==> src/rtl/mac_pkg.sv <==
// Shared types and widths for the MAC stream driver and its integration bench.
package mac_pkg;

    localparam int DATA_WIDTH = 8;
    localparam int ACC_WIDTH  = 3 * DATA_WIDTH;

    typedef enum logic [2:0] {
        IDLE   = 3'd0,
        CLEAR  = 3'd1,
        RUN    = 3'd2,
        DRAIN  = 3'd3,
        RESULT = 3'd4
    } state_t;

endpackage

==> src/rtl/mac_stream_driver.sv <==
// Pulls paired A/B operands into the MAC for one dot product of programmable
// length, then presents the captured accumulator on a valid/ready result port.
module mac_stream_driver #(
    parameter int DATA_WIDTH = mac_pkg::DATA_WIDTH,
    parameter int LEN_WIDTH  = 8
) (
    input  logic                    clk,
    input  logic                    rst_n,
    input  logic                    start,
    input  logic [LEN_WIDTH-1:0]    vec_len,
    output logic                    busy,
    input  logic                    a_valid,
    input  logic [DATA_WIDTH-1:0]   a_data,
    output logic                    a_ready,
    input  logic                    b_valid,
    input  logic [DATA_WIDTH-1:0]   b_data,
    output logic                    b_ready,
    output logic                    mac_en,
    output logic                    mac_clr,
    output logic [DATA_WIDTH-1:0]   mac_a,
    output logic [DATA_WIDTH-1:0]   mac_b,
    input  logic [3*DATA_WIDTH-1:0] mac_cout,
    output logic                    res_valid,
    output logic [3*DATA_WIDTH-1:0] res_data,
    input  logic                    res_ready
);

    import mac_pkg::*;

    state_t                  state;
    state_t                  state_next;
    logic [LEN_WIDTH-1:0]    count;
    logic [LEN_WIDTH-1:0]    len_q;
    logic [3*DATA_WIDTH-1:0] res_q;
    logic                    beat;
    logic                    last_beat;

    // A beat needs both operands; neither stream is popped alone.
    assign beat      = (state == RUN) && a_valid && b_valid;
    assign last_beat = beat && (count == len_q - LEN_WIDTH'(1));

    always_ff @(posedge clk or negedge rst_n) begin
        if (!rst_n) begin
            state <= IDLE;
        end else begin
            state <= state_next;
        end
    end

    always_comb begin
        state_next = state;
        unique case (state)
            IDLE:    if (start) state_next = CLEAR;
            CLEAR:   state_next = (len_q == '0) ? DRAIN : RUN;
            RUN:     if (last_beat) state_next = DRAIN;
            DRAIN:   state_next = RESULT;
            RESULT:  if (res_ready) state_next = IDLE;
            default: state_next = IDLE;
        endcase
    end

    always_comb begin
        busy      = (state != IDLE);
        mac_clr   = (state == CLEAR);
        mac_en    = beat;
        a_ready   = beat;
        b_ready   = beat;
        mac_a     = '0;
        mac_b     = '0;
        res_valid = (state == RESULT);
        res_data  = res_q;
        if (state == RUN) begin
            mac_a = a_data;
            mac_b = b_data;
        end
    end

    always_ff @(posedge clk or negedge rst_n) begin
        if (!rst_n) begin
            count <= '0;
            len_q <= '0;
        end else if (state == IDLE && start) begin
            count <= '0;
            len_q <= vec_len;
        end else if (beat) begin
            count <= count + LEN_WIDTH'(1);
        end
    end

    // Captured in DRAIN, one cycle after the final accumulate edge.
    always_ff @(posedge clk or negedge rst_n) begin
        if (!rst_n) begin
            res_q <= '0;
        end else if (state == DRAIN) begin
            res_q <= mac_cout;
        end
    end

    a_clr_en_excl: assert property (@(posedge clk) disable iff (!rst_n)
        !(mac_clr && mac_en));
    a_ready_paired: assert property (@(posedge clk) disable iff (!rst_n)
        a_ready == b_ready);
    a_res_stable: assert property (@(posedge clk) disable iff (!rst_n)
        (res_valid && !res_ready) |=> $stable(res_data));

endmodule

==> config.mk <==
export PLATFORM = sky130hd
export DESIGN_NAME = mac_stream_driver
export DESIGN_NICKNAME = d
export VERILOG_FILES = /design/src/rtl/mac_pkg.sv /design/src/rtl/mac_stream_driver.sv
export SDC_FILE = /design/constraint.sdc
export NUM_CORES = 1
export LEC_CHECK = 0
export BUFFER_PORTS_ARGS = -buffer_cell sky130_fd_sc_hd__buf_2
export CAP_MARGIN = 20
export CELL_PAD_IN_SITES_DETAIL_PLACEMENT = 1
export CELL_PAD_IN_SITES_GLOBAL_PLACEMENT = 2
export CORE_UTILIZATION = 25
export CTS_CLUSTER_DIAMETER = 150
export CTS_CLUSTER_SIZE = 28
export DETAILED_ROUTE_END_ITERATION = 8
export HOLD_SLACK_MARGIN = 0.06
export PLACE_DENSITY = 0.8
export SLEW_MARGIN = 10
export SYNTH_ARGS = -nofsm -noshare
export SYNTH_HDL_FRONTEND = slang
export SYNTH_SLANG_ARGS = --single-unit
==> constraint.sdc <==
create_clock -name clk -period 2 [get_ports clk]
set_clock_uncertainty 0.15 [all_clocks]
set_input_delay 0.3 -clock clk [delete_from_list [all_inputs] [get_ports clk]]
set_output_delay 0.3 -clock clk [all_outputs]
set_load 0.02 [all_outputs]
==> After elaboration in Yosys (flattened, before gate mapping) <==
Index checks and enable logic that the tools add are counted.
{ "word_totals": {"reg_bits": 43, "out_inout_bits": 46, "inputBits": 54, "elab_cells": 32} }
{ "op_classes": {"add_sub_neg": 2, "eq_ne": 8, "n_reduce_logical": 9, "n_mux": 9} }
{ "op_table": {"columns": ["operator", "n"], "rows": [
  ["8-bit 2-to-1 mux", 4],
  ["3-bit case mux with 5 select lines", 1],
  ["3-bit 2-to-1 mux", 3],
  ["8-bit by 1-bit adder with 8-bit output, second input constant", 1],
  ["8-bit equality test", 1],
  ["8-bit logical NOT", 1],
  ["8-bit by 1-bit subtractor with 8-bit output, second input constant", 1],
  ["3-bit by 2-bit equality test with 1-bit output, second input constant", 2],
  ["1-bit logical AND", 4],
  ["2-bit inequality test, second input constant", 2],
  ["3-bit by 1-bit equality test with 1-bit output, second input constant", 1],
  ["3-bit equality test, second input constant", 1],
  ["3-bit logical NOT", 1],
  ["3-bit AND reduction", 1],
  ["3-bit nonzero test", 1],
  ["2-bit by 1-bit inequality test with 1-bit output, second input constant", 1],
  ["2-bit nonzero test", 1],
  ["1-bit 2-to-1 mux", 1]
]} }

==> Longest topological paths before layout <==
{ "logic_depth": {"ltp_word": 6, "depth_mapped": 7, "ltp_nobuf": 7} }

==> Worst setup path before layout <==
No wires, ideal clock.
{ "synth_path": {"path_type": "reg2reg", "start": "reg state[1]", "end": "reg len_q[2]", "t_required_ns": 1.725, "t_arrival_ns": 1.730, "synth_period_minus_slack_ns": 2.005, "n_path_buf": 1, "stages_incl_launch_ff": 5, "setup_slack_ns": -0.005, "path_cell_list": "dfrtp_1 > buf_6 > or3_1 > nor2_1 > mux2_2"} }
{ "synth_between": {"elab_chain_len": 2} }
{ "synth_lines": {"columns": ["item", "line", "source"], "rows": [
  ["from (decl)", "mac_stream_driver.sv:30", "state_t state;"],
  ["from (signal assigned)", "mac_stream_driver.sv:46", "state <= state_next;"],
  ["3-bit logical NOT", "mac_stream_driver.sv:82", "end else if (state == IDLE && start) begin"],
  ["1-bit logical AND", "mac_stream_driver.sv:82", null],
  ["to (signal assigned)", "mac_stream_driver.sv:84", "len_q <= vec_len;"],
  ["to (decl)", "mac_stream_driver.sv:33", "logic [LEN_WIDTH-1:0] len_q;"]
]} }
Every way passes these cells.
A chain may end at the register's enable or synchronous reset.

==> Worst setup path after layout <==
{ "layout_path": {"start": "reg state[2]", "end": "out b_ready"} }
{ "layout_between": {"elab_chain_len": 3} }
{ "layout_lines": {"columns": ["item", "line", "source"], "rows": [
  ["3-bit by 2-bit equality test with 1-bit output", "mac_stream_driver.sv:39", "assign beat = (state == RUN) && a_valid && b_valid;"],
  ["1-bit logical AND (2 in series)", "mac_stream_driver.sv:39", null],
  ["to (decl)", "mac_stream_driver.sv:17", "output logic b_ready,"]
]} }
Every way passes these cells.

==> reports/metrics.cfg <==
[run_status]
status=complete, no violations

[place]
numPortBuffers=99
place_congestion=0.759
dp_hpwl_mm=4.21
dpl.cell_count=384

[clock_network]
clock_latency_ps=290
clock_path_buffers=2
cts_tree=built
cts_root_buf=clkbuf_8
cts-buffers-inserted=5
worst_setup_hold_path_clk_slew_ps=80
clkSinkCount=43
ctsHtreeMaxLevel=2

[synth]
synth_top_family_by_area=multiplexers
ys_warn_count=0
synthArstFlopShare_pct=100
synth_cell_types=35
synth_xor_area_share_pct=8.29
synth_edf_count=0
synthMuxAreaShare_pct=16.5
synth-simple-area-share_pct=16.3
syn_inst=178
syn-cell-area_um2=2110
synthesis.nets=235
synth_area_per_cell_um2=11.9
ys_ff_latch=43
synth_ff_type=dfrtp_1
synth_compound_area_share_pct=2.43
synth_fa_ha_area_share_pct=1.78
seq_area_frac_synth_pct=50.9

[power_and_ir_drop]
p_per_area_nw_per_um2=1510
vdd.ir_drop.worst_mv=0.560
p_leak_nw=1.48

[critical_path]
cp_cell_sequence=nor3b_4, and3_4, buf_6, buf_6
critPathMaxFanout=7
required_ps=1550
cp_slowest_cell=dfrtp_1
critPathTopFamily=simple AND/OR/NAND/NOR gates
r2r_slack_ps=100
worst_setup_path_start_kind=flip-flop
crit_top_cell=buf_6
worstSetupPathType=reg2out
cpPeakStageDelay_ps=440
critPathCaptureType=output pin
cp.arrival_ps=1460
crit_buf_inv=2

[sta]
max_freq_mhz=523
worst-slew-pin-transition_ps=546
finalHoldViolCount=0
rsz0062_at_grt=yes
timing.slew.headroom_pct=63.6
setup_violations=0
fin_crit_sh_pct=95.6
slew_violations=0
fin_crit_ps=1910

[floorplan]
placementRows=33
core_area_um2=8180
design.portCount=100
die_height_um=93.9
initial_core_util_pct=25.8
die_area_um2=8820
die_x_um=93.9

[detailed_routing]
first_pass_iters=4
num_vias=1787
drt_iter0_markers=45
wl_mm=5.47
ant_nets=0
via_per_inst=4.46
wl_per_cell_um=13.6
drc=0

[global_route]
grt_max_degree=26
grt_pass1_wl_mm=8.67
grt_pass1_vias=1873
grt_use_total_pct=12.9
grt_overflow=0
antenna_found_initial=0

[layout]
final_common_cell=buf_2
insertedDiodeCount=0
syn_to_final_growth_pct=43.3
final_nets=352
utilization_pct=37.0
stdcell_count=401
mostFrequentLayoutCells=85 x buf_2, 41 x dfrtp_1, 30 x mux2_2
drive_gt1_share_pct=56.1

[worst_hold_path]
min_path_type=in2reg

[run]
cap_violations=0

## power by group
group	switching, mW	leakage, nW	total, mW	internal [mW]
clock network	0.299	0.0412	0.543	0.244
logic	1.27	0.918	2.47	1.20
registers	0.291	0.521	1.55	1.26
## synthesized netlist by cell type (all sizes together), types with 4 or more instances
cell type   n  area, um2
o21ai       5       25.0
xor2        9       78.8
clkbuf      4       15.0
dfrtp      43       1080
and2       16        100
xnor2      11       96.3
nand2       6       22.5
mux2       30        338
nor2       12       45.0
buf         6       50.0
inv         4       15.0
## final timing paths
path,end,startpoint,cells after the start
worst max-delay path,b_ready,state[2],4
worst min-delay path,res_data[5],mac_cout[5],2
worst max register to register,state[0],len_q[0],6
worst min register to register,res_data[2],res_data[2],1
max in group asynchronous,res_data[12],rst_n,3
min in group asynchronous,len_q[0],rst_n,2
## routing by layer
layer / global-route usage (%) / share of wire (%)
met2: 23.4 / 52
met5: 0 / 0
met4: 3.85 / 1.3
met1: 14.5 / 39
met3: 3.64 / 7.0
## flip-flops by register name, indices dropped and copies added, names as in the netlist
register  flops
count         8
res_data     24
state         3
len_q         8
## stage by stage
stage | area (um2) | setup WS, ps | hold WS, ps | setup TNS (ps) | total power, mW
after floorplan | 2120 | 2.84 | -146 | 0 | 3.10
after global placement | 2780 | 90.1 | 165 | 0 | 3.82
after detailed placement | 2780 | 42.9 | 165 | 0 | 3.90
after CTS | 2900 | 0.875 | 66.0 | 0 | 4.49
after global routing | 3030 | -18.0 | 66.7 | -54.7 | 4.92
final | 3030 | 88.5 | 81.1 | 0 | 4.56
## what timing repair did
action | CTS | global route
endpoints found under the hold margin | 23 | 0
buffers inserted | 0 | 6
hold buffers | 3 | 0
setup endpoints to repair | 4 | 20
gates resized for setup | 3 | 25
pin swaps | 0 | 2
## area by class of cell
type | count | area, um2
clock buffer | 6 | 72.6
clock inverter | 2 | 12.5
fill | 952 | 5150
inverter | 4 | 15.0
multi-input combinational | 121 | 986
sequential | 43 | 1080
tap | 105 | 131
timing repair buffer | 120 | 731
## cells by family (layout without fill, tap and decap cells)
group,after synthesis,count (layout)
simple gates,58,58
flops,43,43
mux,31,31
xor+xnor,20,20
buf+inv,14,132
compound gates,9,9
fa+ha+maj,3,3
Power figures use the tool's default switching activity.
